===== src/rtl/mem_arb_pkg.sv =====
// Shared types and defaults for the instruction/data memory request arbiter.
// Owner tags identify which requester issued each in-flight transaction.
package mem_arb_pkg;

    typedef enum logic {
        OWN_INST = 1'b0,
        OWN_DATA = 1'b1
    } owner_t;

    localparam int ARB_OUTSTANDING  = 4;
    localparam int ARB_MAX_DATA_RUN = 3;

endpackage


===== src/rtl/arb_owner_fifo.sv =====
// Owner FIFO: remembers, in issue order, which requester owns each
// outstanding transaction so responses can be routed back.
module arb_owner_fifo
    import mem_arb_pkg::*;
#(
    parameter int DEPTH = ARB_OUTSTANDING
) (
    input  logic   aclk,
    input  logic   aresetn,
    input  logic   push,
    input  owner_t din,
    input  logic   pop,
    output owner_t head,
    output logic   full,
    output logic   empty
);

    localparam int AW = $clog2(DEPTH);
    localparam logic [AW:0] CNT_FULL = (AW + 1)'(DEPTH);

    owner_t        mem [DEPTH];
    logic [AW-1:0] wptr;
    logic [AW-1:0] rptr;
    logic [AW:0]   count;

    always_ff @(posedge aclk) begin
        if (push) begin
            mem[wptr] <= din;
        end
    end

    // Pointers wrap naturally because DEPTH is a power of two.
    always_ff @(posedge aclk or negedge aresetn) begin
        if (!aresetn) begin
            wptr  <= '0;
            rptr  <= '0;
            count <= '0;
        end else begin
            if (push) begin
                wptr <= wptr + 1'b1;
            end
            if (pop) begin
                rptr <= rptr + 1'b1;
            end
            if (push && !pop) begin
                count <= count + 1'b1;
            end else if (pop && !push) begin
                count <= count - 1'b1;
            end
        end
    end

    assign head  = mem[rptr];
    assign full  = (count == CNT_FULL);
    assign empty = (count == '0);

endmodule


===== src/rtl/mem_req_arbiter.sv =====
// Two-to-one SRAM-like arbiter: data has priority, instruction fetch is
// guaranteed a grant after a bounded run of data grants.
module mem_req_arbiter
    import mem_arb_pkg::*;
#(
    parameter int OUTSTANDING  = ARB_OUTSTANDING,
    parameter int MAX_DATA_RUN = ARB_MAX_DATA_RUN
) (
    input  logic        aclk,
    input  logic        aresetn,
    input  logic        inst_req,
    input  logic        inst_wr,
    input  logic [1:0]  inst_size,
    input  logic [3:0]  inst_wstrb,
    input  logic [31:0] inst_addr,
    input  logic [31:0] inst_wdata,
    output logic        inst_addr_ok,
    output logic        inst_data_ok,
    output logic [31:0] inst_rdata,
    input  logic        data_req,
    input  logic        data_wr,
    input  logic [1:0]  data_size,
    input  logic [3:0]  data_wstrb,
    input  logic [31:0] data_addr,
    input  logic [31:0] data_wdata,
    output logic        data_addr_ok,
    output logic        data_data_ok,
    output logic [31:0] data_rdata,
    output logic        m_req,
    output logic        m_wr,
    output logic [1:0]  m_size,
    output logic [3:0]  m_wstrb,
    output logic [31:0] m_addr,
    output logic [31:0] m_wdata,
    input  logic        m_addr_ok,
    input  logic        m_data_ok,
    input  logic [31:0] m_rdata,
    output logic        err_spurious
);

    localparam int RW = $clog2(MAX_DATA_RUN + 1);
    localparam logic [RW-1:0] RUN_MAX = RW'(MAX_DATA_RUN);

    owner_t        sel;
    owner_t        lock_owner;
    owner_t        head;
    logic          sel_vld;
    logic          sel_req;
    logic          lock;
    logic          fifo_full;
    logic          fifo_empty;
    logic          hs;
    logic          pop;
    logic [RW-1:0] run_cnt;
    logic          unused_inst_wr;

    assign unused_inst_wr = inst_wr;

    // A stalled request keeps the port until its handshake completes.
    always_comb begin
        sel     = OWN_INST;
        sel_vld = 1'b0;
        if (lock) begin
            sel     = lock_owner;
            sel_vld = 1'b1;
        end else if (data_req && !(inst_req && run_cnt == RUN_MAX)) begin
            sel     = OWN_DATA;
            sel_vld = 1'b1;
        end else if (inst_req) begin
            sel     = OWN_INST;
            sel_vld = 1'b1;
        end
    end

    assign sel_req = sel_vld & ((sel == OWN_DATA) ? data_req : inst_req);
    assign m_req   = sel_req & ~fifo_full;
    assign hs      = m_req & m_addr_ok;
    assign pop     = m_data_ok & ~fifo_empty;

    assign m_wr    = (sel == OWN_DATA) & data_wr;
    assign m_size  = (sel == OWN_DATA) ? data_size  : inst_size;
    assign m_wstrb = (sel == OWN_DATA) ? data_wstrb : inst_wstrb;
    assign m_addr  = (sel == OWN_DATA) ? data_addr  : inst_addr;
    assign m_wdata = (sel == OWN_DATA) ? data_wdata : inst_wdata;

    assign inst_addr_ok = hs & (sel == OWN_INST);
    assign data_addr_ok = hs & (sel == OWN_DATA);
    assign inst_data_ok = pop & (head == OWN_INST);
    assign data_data_ok = pop & (head == OWN_DATA);
    assign inst_rdata   = m_rdata;
    assign data_rdata   = m_rdata;

    always_ff @(posedge aclk or negedge aresetn) begin
        if (!aresetn) begin
            lock         <= 1'b0;
            lock_owner   <= OWN_INST;
            run_cnt      <= '0;
            err_spurious <= 1'b0;
        end else begin
            if (hs) begin
                lock <= 1'b0;
            end else if (m_req) begin
                lock       <= 1'b1;
                lock_owner <= sel;
            end
            if (!inst_req || (hs && sel == OWN_INST)) begin
                run_cnt <= '0;
            end else if (hs && run_cnt != RUN_MAX) begin
                run_cnt <= run_cnt + 1'b1;
            end
            if (m_data_ok && fifo_empty) begin
                err_spurious <= 1'b1;
            end
        end
    end

    arb_owner_fifo #(
        .DEPTH (OUTSTANDING)
    ) u_owner_fifo (
        .aclk    (aclk),
        .aresetn (aresetn),
        .push    (hs),
        .din     (sel),
        .pop     (pop),
        .head    (head),
        .full    (fifo_full),
        .empty   (fifo_empty)
    );

endmodule


===== config.mk =====
export PLATFORM = sky130hd
export DESIGN_NAME = mem_req_arbiter
export DESIGN_NICKNAME = d
export VERILOG_FILES = /design/src/rtl/mem_arb_pkg.sv /design/src/rtl/arb_owner_fifo.sv /design/src/rtl/mem_req_arbiter.sv
export SDC_FILE = /design/constraint.sdc
export NUM_CORES = 1
export LEC_CHECK = 0
export BUFFER_PORTS_ARGS = -buffer_cell sky130_fd_sc_hd__clkbuf_2
export CORE_AREA = 2 2 125 127
export DETAILED_ROUTE_END_ITERATION = 16
export DIE_AREA = 0 0 127 129
export GPL_TIMING_DRIVEN = 0
export PLACE_DENSITY = 0.58
export SYNTH_ARGS = -nofsm -noshare
export SYNTH_HDL_FRONTEND = slang
export SYNTH_HIERARCHICAL = 1
export SYNTH_SLANG_ARGS = --single-unit

===== constraint.sdc =====
create_clock -name aclk -period 2.3 [get_ports aclk]
set_input_delay 0 -clock aclk [delete_from_list [all_inputs] [get_ports aclk]]
set_output_delay 0 -clock aclk [all_outputs]
set_load 0.05 [all_outputs]

* Word level (Yosys, flattened, before mapping) *
Memories as Yosys holds them, arrays and structs flattened.
Index checks and enable logic that the tools add are counted.

cells by class
  shift-type cells = 0
  bitwise logic cells = 14
  multiply operators = 0
  equality and inequality tests = 3
  magnitude comparators = 0
  div/mod/pow operators = 0
  mux-type cells = 18
  $add $sub $neg = 5
  reductions and logical operators = 17

operator list
  operator             count
  $mux 32              2
  $mux 1               10
  $and 1x1->1          9
  $logic_and 1x1->1    7
  $add 2x1->2 const B  3
  $mux 2               3
  $mux 3               2
  $reduce_bool 2->1    3
  $not 1->1            5
  $logic_not 1->1      4
  $mux 4               1
  $add 3x1->3 const B  1
  $eq 3x3->1 const B   1
  $logic_not 3->1      1
  $sub 3x1->3 const B  1
  $eq 2x2->1 const B   1
  $ne 2x2->1 const B   1
  $reduce_and 2->1     1
  $logic_or 1x1->1     1

storage, ports and cells
  register bits after elaboration = 12
  input port bits = 180
  ROM bits = 0
  memory bits (writable) = 4
  word-level logic and storage cells = 65
  output and inout port bits = 141
  memories kept = 1
  bits in latches = 0

memory list
  memory            words  bits a word  read ports  clocked after Yosys merged registers in  wr ports  RTL line              source
  u_owner_fifo.mem  4      1            1           0                                        1         arb_owner_fifo.sv:21  owner_t mem [DEPTH];

* Logic depth before layout (Yosys ltp) *
Gate-level depths: netlist of the first run.

  depth in word-level cells = 14
  mapped depth = 9
  depth with buffers taken out = 9

* Hierarchy *
The synthesis of the first run kept the hierarchy.

modules (own cells, without submodules)
  module           sequential area each (sq um)  times used  area an instance (sq um)  cells each
  mem_req_arbiter  125.1                         1           1635.3                    178
  arb_owner_fifo   295.3                         1           533.0                     39

* Worst setup path after synthesis of the first run *
No wires, ideal clock.

  kind = flip-flop to flip-flop
  start point = reg lock
  end point = reg u_owner_fifo.count[2]
  buffers on the path = 0
  slack = -0.114 ns
  cell stages (with the launch flop) = 10
  required time = 2.221 ns
  library setup time = 0.079 ns
  data arrival time = 2.335 ns
  clock period less this slack = 2.414 ns
  cells stage by stage = dfrtp_1 -> and3b_1 -> or3b_4 -> nor2_1 -> ha_1 -> inv_1 -> fa_1 -> xor2_1 -> nor2_1 -> xor2_1

between the ends
  word-level cells in the longest chain between the ends = 8
  elaborated cells on any way between the ends = 11
  those cells by class = 4 x mux; 3 x bitwise; 4 x reduce/logical

ends and longest elaborated chain
  what                                RTL line                source
  start: declaration                  mem_req_arbiter.sv:49   logic lock;
  start signal: assignment            mem_req_arbiter.sv:95   lock <= 1'b0;
  start signal: assignment            mem_req_arbiter.sv:101  lock <= 1'b0;
  start signal: assignment            mem_req_arbiter.sv:103  lock <= 1'b1;
  $mux 1                              mem_req_arbiter.sv:63   if (lock) begin
  $mux 1                              mem_req_arbiter.sv:75   assign sel_req = sel_vld & ((sel == OWN_DATA) ? data_req : inst_req);
  $and 1x1->1 *                       mem_req_arbiter.sv:75
  $and 1x1->1 *                       mem_req_arbiter.sv:76   assign m_req = sel_req & ~fifo_full;
  $and 1x1->1 *                       mem_req_arbiter.sv:77   assign hs = m_req & m_addr_ok;
  net hs                              mem_req_arbiter.sv:52   logic hs;
  $logic_not 1->1                     arb_owner_fifo.sv:47    end else if (pop && !push) begin
  $logic_and 1x1->1                   arb_owner_fifo.sv:47
  $reduce_bool 2->1 (no source line)  n/a
  end signal: assignment              arb_owner_fifo.sv:46    count <= count + 1'b1;
  end signal: assignment              arb_owner_fifo.sv:48    count <= count - 1'b1;
  end: declaration                    arb_owner_fifo.sv:24    logic [AW:0] count;

The timed path passes the listed nets; every way through them passes the cells marked *.
A chain may end at the register's enable or synchronous reset.

* Final worst setup path of the first run *
  start point = reg lock_owner
  end point = reg u_owner_fifo.count[2]

between the ends
  word-level cells in the longest chain between the ends = 8
  elaborated cells on any way between the ends = 10
  those cells by class = 3 x mux; 3 x bitwise; 4 x reduce/logical

ends and longest elaborated chain
  what                                RTL line                source
  start: declaration                  mem_req_arbiter.sv:45   owner_t lock_owner;
  start signal: assignment            mem_req_arbiter.sv:104  lock_owner <= sel;
  $mux 1 *                            mem_req_arbiter.sv:63
  $mux 1 *                            mem_req_arbiter.sv:75
  $and 1x1->1 *                       mem_req_arbiter.sv:75
  $and 1x1->1 *                       mem_req_arbiter.sv:76
  $and 1x1->1 *                       mem_req_arbiter.sv:77
  net hs                              mem_req_arbiter.sv:52
  $logic_not 1->1                     arb_owner_fifo.sv:47
  $logic_and 1x1->1                   arb_owner_fifo.sv:47
  $reduce_bool 2->1 (no source line)  n/a

Marked as above.

==> results of run 1 <==
-- metrics by stage --
stage                     power [uW]  hold slack (ns)  area (um^2)
final                           4920           0.0855         4020
after global routing            5180            0.143         4020
after CTS                       4940           0.0789         3990
after floorplan                 3570           -0.296         2180
after global placement          4500          -0.0954         3850
after detailed placement        4500          -0.0930         3850
-- cells in the final DEF (no fill, tap or decap), types with 2 or more instances in the layout --
cell type and count:
and2_1 6, buf_2 7, buf_4 69, clkbuf_16 3, clkbuf_2 287, dfrtp_1 12, dlygate4sd3_1 2, edfxtp_1 4
ha_1 5, inv_1 5, mux2_2 72, nand2_1 6, nor2_1 5, nor2b_1 2, nor3_1 4, o22ai_1 2
xnor2_1 2, xor2_1 4
-- power breakdown --
group          internal (uW)  leakage (uW)  switching, uW
clock network            231     0.0000385            108
registers                410      0.000179           91.3
logic                   1290       0.00205           2790
total                   1930       0.00227           2990
-- worst max-delay path: stages (launching register included) --
cell and delay, ns:
dfrtp_1 0.40, and3b_1 0.22, or3b_4 0.42, nor2_4 0.13, ha_4 0.15, inv_1 0.05, fa_1 0.36, xor2_1 0.15
nor2_1 0.11, xor2_1 0.15
-- layout make-up --
type,instances,area share (%)
well taps,188,5.85
multi-input cells,125,30.8
diodes,1,0.0622
clock inverters,1,0.0933
flip-flops and latches,16,10.5
inverters,5,0.467
repair buffers,295,37.6
clock buffers,3,1.87
plain buffers,71,12.8
-- timing repair --
| action | CTS | global route |
|---|---|---|
| hold buffers | 2 | 0 |
| setup buffers | 4 | 2 |
| gates resized for setup | 0 | 3 |
| gates cloned | 0 | 0 |
| pin swaps | 2 | 3 |
| hold endpoints to repair | 13 | 0 |
| endpoints found under the setup margin | 74 | 62 |
-- cells by family (layout without fill, tap and decap cells) --
logic type / count (synthesis) / in the layout / synth area share, %
AOI/OAI and AO/OA: 7 / 7 / 2.31
and+or+nand+nor: 32 / 32 / 8.43
other: 0 / 1 / 0
xor gates and xnor gates: 6 / 6 / 2.42
muxes: 73 / 73 / 38.4
buffers and inverters: 76 / 375 / 24.6
adders and majority gates: 7 / 7 / 4.39
DFF: 16 / 16 / 19.4
-- sequential cells by signal, summed over array words and instances (netlist names) --
register,count
lock_owner,1
u_owner_fifo/wptr,2
run_cnt,2
u_owner_fifo/count,3
lock,1
err_spurious,1
u_owner_fifo/mem,4
u_owner_fifo/rptr,2
-- worst min-delay path by stage --
stage	start	end	slack [ns]
2_1_floorplan	aresetn	err_spurious$_DFFE_PN0P_	-0.30
3_3_place_gp	aresetn	u_owner_fifo/rptr[1]$_DFFE_PN0P_	-0.1
3_5_place_dp	aresetn	err_spurious$_DFFE_PN0P_	-0.09
4_1_cts	inst_req	run_cnt[1]$_DFFE_PN0P_	0.08
6_report	inst_req	run_cnt[0]$_DFFE_PN0P_	0.09
5_1_grt	inst_req	run_cnt[1]$_DFFE_PN0P_	0.14
-- per-layer routing --
metal  vias up  track usage (%)  part of all wire (%)
met5         -                0                  0.12
met3         9             5.49                    12
met1      1104             17.0                    43
met2       141             17.9                    45
met4         2             1.75                  0.74
li1       1282                -                     -
==> flow_summary.json, run 1 <==
{
  "tns_ns": 0,
  "wl_per_cell_um": 15.8,
  "ys_top_cells_by_area": "mux2_2 (37%), buf_4 (22%), dfrtp_1 (14%)",
  "dp_slack_ns": -0.123,
  "num_rows": 45,
  "clkLatencyLatePin_ns": 0.25,
  "final_util_pct": 26.9,
  "cts-root-buf": "clkbuf_16",
  "antenna_found_initial": 1,
  "powerDensity_nw_per_um2": 1220,
  "cts_buffer_depth": 2,
  "max_freq_mhz": 452,
  "syn_avg_cell_area_um2": 9.99,
  "netlist_top_cells_count": "mux2_2 (72), buf_4 (64), dfrtp_1 (12)",
  "multiInputGateArea_um2": 1240,
  "startpoint": "lock_owner$_DFFE_PN0P_",
  "core_area_um2": 15000,
  "cts_tree": "yes",
  "synth-seq-area-share_pct": 19.4,
  "crit_fanout": 4,
  "vias": 2538,
  "leakagePower_uw": 0.00227,
  "end_kind": "flip-flop",
  "drt_iter0_drc": 52,
  "slew_headroom_pct": 70.7,
  "initial_core_util_pct": 14.5,
  "r2r-end": "u_owner_fifo/count[2]$_DFFE_PN0P_",
  "cts_sinks": 16,
  "final_nets": 704,
  "r2r_slack_ns": 0.09,
  "seq_area_um2": 420,
  "gp_congestion": 0.770,
  "cp-start-kind": "flip-flop",
  "r2r-start": "lock_owner$_DFFE_PN0P_",
  "die_x_um": 127,
  "setup_violations": 0,
  "routed_wirelength_um": 11200,
  "finalHoldViolCount": 0,
  "status": "complete, no violations",
  "post-place-cells": 692,
  "grt_max_degree": 13,
  "yosys_warnings": 6,
  "ant_nets": 0,
  "max_cap_viol_count": 0,
  "crit_type": "flip-flop to flip-flop",
  "dr.pass1.iters": 4,
  "grt_pass1_wl_um": 14900,
  "die_area_um2": 16400,
  "drv_slew": 0,
  "rsz0062_at_grt": "true",
  "io_pins": 321,
  "cts.clk_slew.worst_paths_ns": 0.05,
  "drc": 0,
  "instances_no_fill": 705,
  "synth_flop_cell": "dfrtp_1",
  "yosys.area.top_type_share_pct": 37.4,
  "setup_ws_ns": 0.0898,
  "synthArstFlopShare_pct": 75.0,
  "ys_seq_elements": 16,
  "first_global_vias": 2421,
  "period_minus_slack_ns": 2.21,
  "reg2regPathDepth": 9,
  "synth.most_common_cell": "mux2_2",
  "viasPerCell": 3.60,
  "clock_skew_ns": 0.00152,
  "cp-endpoint": "u_owner_fifo/count[2]$_DFFE_PN0P_",
  "portBuffers": 287,
  "grt_usage_pct": 12.3,
  "hold_path_class": "input port to flip-flop",
  "fin_crit_sh_pct": 96.1,
  "synth.cell_area_um2": 2170,
  "tightest_slew_ns": 0.438,
  "synth_nets": 404,
  "htree_levels": 1,
  "synth-edff-count": 4,
  "cp.arrival_ns": 2.38,
  "drive_gt1_share_pct": 86.6,
  "nFillCells": 1682,
  "crit_required_ns": 2.47,
  "vdd_drop_max_mv": 0.442,
  "die_h_um": 129,
  "whs_path_depth": 3,
  "grt_overflow": 0,
  "numCtsBuffers": 3,
  "area_growth_pct": 85.5,
  "synth_cell_types": 30,
  "syn_inst": 217,
  "dp_hpwl_um": 10100,
  "synth_largest_area_cell": "mux2_2"
}
Note: power is estimated with default switching activity, not from simulation.
==> run 2: changes to the inputs <==
- RECOVER_POWER: default -> 50
==> flow_summary.json, run 2 (same netlist as run 1, synthesis figures left out) <==
{
  "htree_levels": 1,
  "dp_hpwl_um": 10100,
  "fin_crit_sh_pct": 96.0,
  "clkLatencyLatePin_ns": 0.25,
  "cp_cell_sequence": "and3b_1 -> or3b_4 -> nor2_4 -> ha_4 -> inv_1 -> fa_1 -> xor2_1 -> nor2_1 -> xor2_1",
  "final_common_cell": "clkbuf_2",
  "path_buf_inv": 1,
  "path_common_cell": "xor2_1",
  "largest_reg_flops": 4,
  "cts_sinks": 16,
  "dpl_cell_area_um2": 3850,
  "die_h_um": 129,
  "numCtsBuffers": 3,
  "pwr-share-seq_pct": 10.2,
  "final_nets": 704,
  "p_clk_share_pct": 6.9,
  "vdd_drop_max_mv": 0.439,
  "end_kind": "flip-flop",
  "p_sw_uw": 2980,
  "vias": 2537,
  "clock_skew_ns": 0.00180,
  "rsz0062_at_grt": "true",
  "cts_tree": "yes",
  "grt_pass1_wl_um": 14900,
  "gp_congestion": 0.770,
  "p_int_uw": 1910,
  "cp.arrival_ns": 2.38,
  "powerDensity_nw_per_um2": 1240,
  "routed_wirelength_um": 11100,
  "max_freq_mhz": 453,
  "regMostFlops": "u_owner_fifo/mem",
  "ant_nets": 0,
  "cp_slowest_cell": "or3b_4",
  "period_minus_slack_ns": 2.21,
  "core_area_um2": 15000,
  "crit_type": "flip-flop to flip-flop",
  "area_growth_pct": 81.7,
  "grt_usage_pct": 12.3,
  "grt_max_degree": 13,
  "cts_buffer_depth": 2,
  "dr.pass1.iters": 4,
  "nFillCells": 1724,
  "antenna_found_initial": 1,
  "cpPeakStageDelay_ns": 0.42,
  "initial_core_util_pct": 14.5,
  "portBuffers": 287,
  "cts-root-buf": "clkbuf_16",
  "setup_ws_ns": 0.0916,
  "cp-start-kind": "flip-flop",
  "first_global_vias": 2421,
  "hold_path_class": "input port to flip-flop",
  "crit_fanout": 4,
  "post-place-cells": 692,
  "finalHoldViolCount": 0,
  "whs_ns": 0.0869,
  "slew_headroom_pct": 53.8,
  "cts.clk_slew.worst_paths_ns": 0.05,
  "die_area_um2": 16400,
  "p_comb_share_pct": 82.8,
  "dp_slack_ns": -0.123,
  "tightest_slew_ns": 0.693,
  "drc": 0,
  "drive_gt1_share_pct": 73.8,
  "drt_iter0_drc": 51,
  "cp_top_family": "simple AND/OR/NAND/NOR gates",
  "final_cell_mix": "clkbuf_2 (221), mux2_2 (72), buf_4 (69)",
  "tns_ns": 0,
  "instances_no_fill": 705,
  "io_pins": 321,
  "drv_slew": 0,
  "status": "complete, no violations",
  "leakagePower_uw": 0.00207,
  "finalInstanceArea_um2": 3940,
  "grt_overflow": 0,
  "switching_share_pct": 60.9,
  "viasPerCell": 3.60,
  "num_rows": 45,
  "wl_per_cell_um": 15.8,
  "setup_violations": 0,
  "crit_required_ns": 2.47,
  "max_cap_viol_count": 0,
  "largest_registers": "u_owner_fifo/mem (4), u_owner_fifo/count (3)",
  "die_x_um": 127
}
## run 2: what timing repair did
action,in CTS,in global routing
setup endpoints to repair,74,62
buffers inserted,4,2
hold buffers,2,0
endpoints found under the hold margin,13,0
gates resized for setup,0,3
pin swaps,2,3
## run 2: final cells by class
class	count	area (um^2)	share of cell area [%]
flip-flops and latches	16	420	10.7
multi-input cells	125	1240	31.4
well taps	188	235	5.97
clock inverters	1	3.75	0.0953
inverters	5	18.8	0.476
plain buffers	71	515	13.1
diodes	1	2.50	0.0635
repair buffers	295	1430	36.3
clock buffers	3	75.1	1.91
## run 2: path summary, 6_finish.rpt
| check | startpoint | endpoint | slack (ns) | depth (start not counted) |
|---|---|---|---|---|
| setup / recovery | lock_owner$_DFFE_PN0P_ | u_owner_fifo/count[2]$_DFFE_PN0P_ | 0.09 | 9 |
| hold / removal | inst_req | run_cnt[1]$_DFFE_PN0P_ | 0.09 | 3 |
| setup reg to reg | lock_owner$_DFFE_PN0P_ | u_owner_fifo/count[2]$_DFFE_PN0P_ | 0.09 | 9 |
| hold reg to reg | err_spurious$_DFFE_PN0P_ | err_spurious$_DFFE_PN0P_ | 0.45 | 1 |
| max in group asynchronous | aresetn | u_owner_fifo/rptr[1]$_DFFE_PN0P_ | 1.55 | 2 |
| min in group asynchronous | aresetn | err_spurious$_DFFE_PN0P_ | 0.31 | 2 |
## run 2: metal layers
metal / GRT usage [%] / vias to the layer above / part of all wire, %
li1: - / 1281 / -
met1: 17.0 / 1105 / 43
met2: 17.9 / 140 / 45
met3: 5.49 / 9 / 12
met4: 1.75 / 2 / 0.74
met5: 0 / - / 0.12
## run 2: stage by stage
stage | utilization, % | total power (uW)
finish | 26.3 | 4890
CTS | 26.6 | 4940
global placement | 25.7 | 4500
detailed placement | 25.7 | 4500
global route | 26.3 | 5160
floorplan | - | 3570
## run 2: tightest hold or removal path, stage by stage
cell,delay (ns)
clkbuf_2,0.14
nand2_1,0.08
o22ai_1,0.07
## run 2: power by group through the flow
stage | clock, uW | combinational, uW | sequential [uW]
2_1_floorplan | 0 | 3060 | 509
3_3_place_gp | 0 | 3990 | 511
3_5_place_dp | 0 | 3990 | 515
4_1_cts | 347 | 4090 | 504
5_1_grt | 351 | 4290 | 521
6_report | 339 | 4050 | 501
==> run 3: changes to the inputs <==
- CORE_AREA: 2 2 125 127 -> 2 2 124 126
- DIE_AREA: 0 0 127 129 -> 0 0 126 128
- PLACE_DENSITY: 0.58 -> 0.59
- SETUP_SLACK_MARGIN: default -> 0.15
- SLEW_MARGIN: default -> 5
- SYNTH_HIERARCHICAL: 1 -> default
==> flow_summary.json, run 3 <==
{
  "synth-adder-area-share_pct": 4.22,
  "netlist_top_cells_count": "mux2_2 (66), buf_4 (64), dfrtp_1 (12)",
  "p_total_uw": 5190,
  "end_kind": "primary output",
  "final_cell_mix": "clkbuf_2 (165), buf_4 (78), clkbuf_1 (67)",
  "hold_path_class": "input port to flip-flop",
  "numCtsBuffers": 3,
  "clock_skew_ns": 0.00450,
  "dr.pass1.iters": 4,
  "drv_slew": 0,
  "io_pins": 321,
  "synth-seq-area-share_pct": 18.7,
  "grt_usage_pct": 11.1,
  "r2r-start": "u_owner_fifo.count[0]$_DFFE_PN0P_",
  "synth_nets": 403,
  "fin_crit_sh_pct": 90.0,
  "period_minus_slack_ns": 2.07,
  "drive_gt1_share_pct": 73.5,
  "rsz0062_at_grt": "true",
  "whs_path_depth": 3,
  "crit_required_ns": 2.30,
  "cts-root-buf": "clkbuf_16",
  "antenna_cells": 0,
  "cp_slowest_cell": "dfrtp_1",
  "synth.cell_area_um2": 2250,
  "grt_max_degree": 13,
  "ys_top_cells_by_area": "mux2_2 (33%), buf_4 (21%), dfrtp_1 (13%)",
  "crit_fanout": 10,
  "leakagePower_uw": 0.00209,
  "routed_wirelength_um": 10100,
  "final_nets": 701,
  "cp.arrival_ns": 2.07,
  "tns_ns": 0,
  "clkLatencyLatePin_ns": 0.25,
  "powerDensity_nw_per_um2": 1290,
  "num_rows": 45,
  "regMostFlops": "u_owner_fifo.mem",
  "die_x_um": 126,
  "nFillCells": 1660,
  "core_area_um2": 14900,
  "largest_registers": "u_owner_fifo.mem (4), u_owner_fifo.count (3)",
  "r2r_slack_ns": 0.27,
  "max_freq_mhz": 483,
  "syn_avg_cell_area_um2": 10.4,
  "yosys.area.top_type_share_pct": 33.0,
  "synth-edff-count": 4,
  "synthArstFlopShare_pct": 75.0,
  "finalHoldViolCount": 0,
  "cts_sinks": 16,
  "cts_tree": "yes",
  "drt_iter0_drc": 46,
  "synth-xor-area-share_pct": 2.33,
  "yosys_warnings": 0,
  "synth_top_family_by_area": "multiplexers",
  "grt_overflow": 0,
  "synth_largest_area_cell": "mux2_2",
  "vias": 2565,
  "first_global_vias": 2452,
  "hold_path_end": "run_cnt[1]$_DFFE_PN0P_",
  "cts_buffer_depth": 2,
  "synth.area.mux_share_pct": 37.5,
  "die_h_um": 128,
  "crit_type": "flip-flop to primary output",
  "tightest_slew_ns": 0.669,
  "gp_congestion": 0.838,
  "die_area_um2": 16100,
  "initial_core_util_pct": 15.1,
  "final_common_cell": "clkbuf_2",
  "antenna_found_initial": 0,
  "synth_cell_types": 29,
  "synth.most_common_cell": "mux2_2",
  "multiInputGateArea_um2": 1240,
  "status": "complete, no violations",
  "wl_per_cell_um": 14.4,
  "synth_flop_cell": "dfrtp_1",
  "max_cap_viol_count": 0,
  "syn_inst": 216,
  "viasPerCell": 3.66,
  "hold_start": "inst_req",
  "portBuffers": 287,
  "setup_violations": 0,
  "reg2regPathDepth": 8,
  "vdd_drop_max_mv": 0.599,
  "cp-start-kind": "flip-flop",
  "yosys.area_share.simple_pct": 7.39,
  "path_buf_inv": 3,
  "slew_headroom_pct": 55.4,
  "ant_nets": 0,
  "grt_pass1_wl_um": 13900,
  "cp_cell_sequence": "ha_1 -> nand2_1 -> a21boi_4 -> buf_12 -> buf_6 -> mux2_2 -> clkbuf_4",
  "largest_reg_flops": 4,
  "htree_levels": 1,
  "drc": 0,
  "cp_top_family": "buffers and inverters",
  "ys_seq_elements": 16,
  "dp_hpwl_um": 9280,
  "cpPeakStageDelay_ns": 0.38,
  "area_growth_pct": 78.3,
  "cts.clk_slew.worst_paths_ns": 0.05,
  "seq_area_um2": 423,
  "r2r-end": "u_owner_fifo.count[2]$_DFFE_PN0P_",
  "synth_compound_area_share_pct": 3.50
}
==> run 3: layer usage <==
metal,GRT usage [%],routed length [um],share of wire [%]
met3,4.67,1300,13
met2,16.8,4470,44
met4,0.970,28,0.28
met1,15.3,4320,43
met5,0,0,0
==> run 3: logic make-up after synthesis <==
logic type / count (synthesis)
compound gates: 7
flops: 16
simple gates: 28
xor+xnor: 6
buf+inv: 78
mux: 74
fa+ha+maj: 7
==> run 3: metrics by stage <==
stage | instances | utilization, % | hold slack (ns) | instance area (um^2) | worst slack [ns]
final | 701 | 27.0 | 0.0494 | 4010 | 0.230
after global routing | 701 | 27.0 | 0.0723 | 4010 | 0.0929
after floorplan | 216 | - | -0.296 | 2250 | 0.250
after CTS | 698 | 27.3 | 0.0494 | 4060 | 0.143
after detailed placement | 691 | 26.4 | -0.0927 | 3920 | 0.0354
after global placement | 691 | 26.4 | -0.0908 | 3920 | 0.0526
==> run 3: worst max-delay path by stage <==
stage,start,to,slack (ns),cells past startpoint
2_1_floorplan,u_owner_fifo.count[0]$_DFFE_PN0P_,u_owner_fifo.count[2]$_DFFE_PN0P_,0.25,9
3_3_place_gp,u_owner_fifo.count[0]$_DFFE_PN0P_,u_owner_fifo.count[2]$_DFFE_PN0P_,0.05,9
3_5_place_dp,u_owner_fifo.count[0]$_DFFE_PN0P_,u_owner_fifo.count[2]$_DFFE_PN0P_,0.04,9
4_1_cts,u_owner_fifo.count[0]$_DFFE_PN0P_,u_owner_fifo.count[2]$_DFFE_PN0P_,0.14,8
5_1_grt,u_owner_fifo.count[1]$_DFFE_PN0P_,u_owner_fifo.count[2]$_DFFE_PN0P_,0.09,8
6_report,run_cnt[0]$_DFFE_PN0P_,m_wdata[24],0.23,7
==> run 3: what timing repair did <==
action,in CTS,in global routing
hold buffers,2,0
pin swaps,1,0
setup endpoints to repair,25,70
setup buffers,1,3
hold endpoints to repair,13,0
resized for setup,12,65
==> run 3: layout make-up <==
type | count | area share (%)
clock buffer | 3 | 1.87
sequential | 16 | 10.5
multi-input combinational | 122 | 31.0
buffer | 72 | 14.4
timing repair buffer | 293 | 35.7
clock inverter | 1 | 0.0935
tap | 188 | 5.86
inverter | 6 | 0.561
==> run 3: power breakdown <==
| group | switching [uW] | internal (uW) |
|---|---|---|
| clock | 112 | 231 |
| combinational | 2880 | 1450 |
| sequential | 98.6 | 422 |
==> run 3: tightest hold or removal path: stages <==
cell	delay, ns
clkbuf_2	0.12
nand2_1	0.07
o22ai_1	0.06
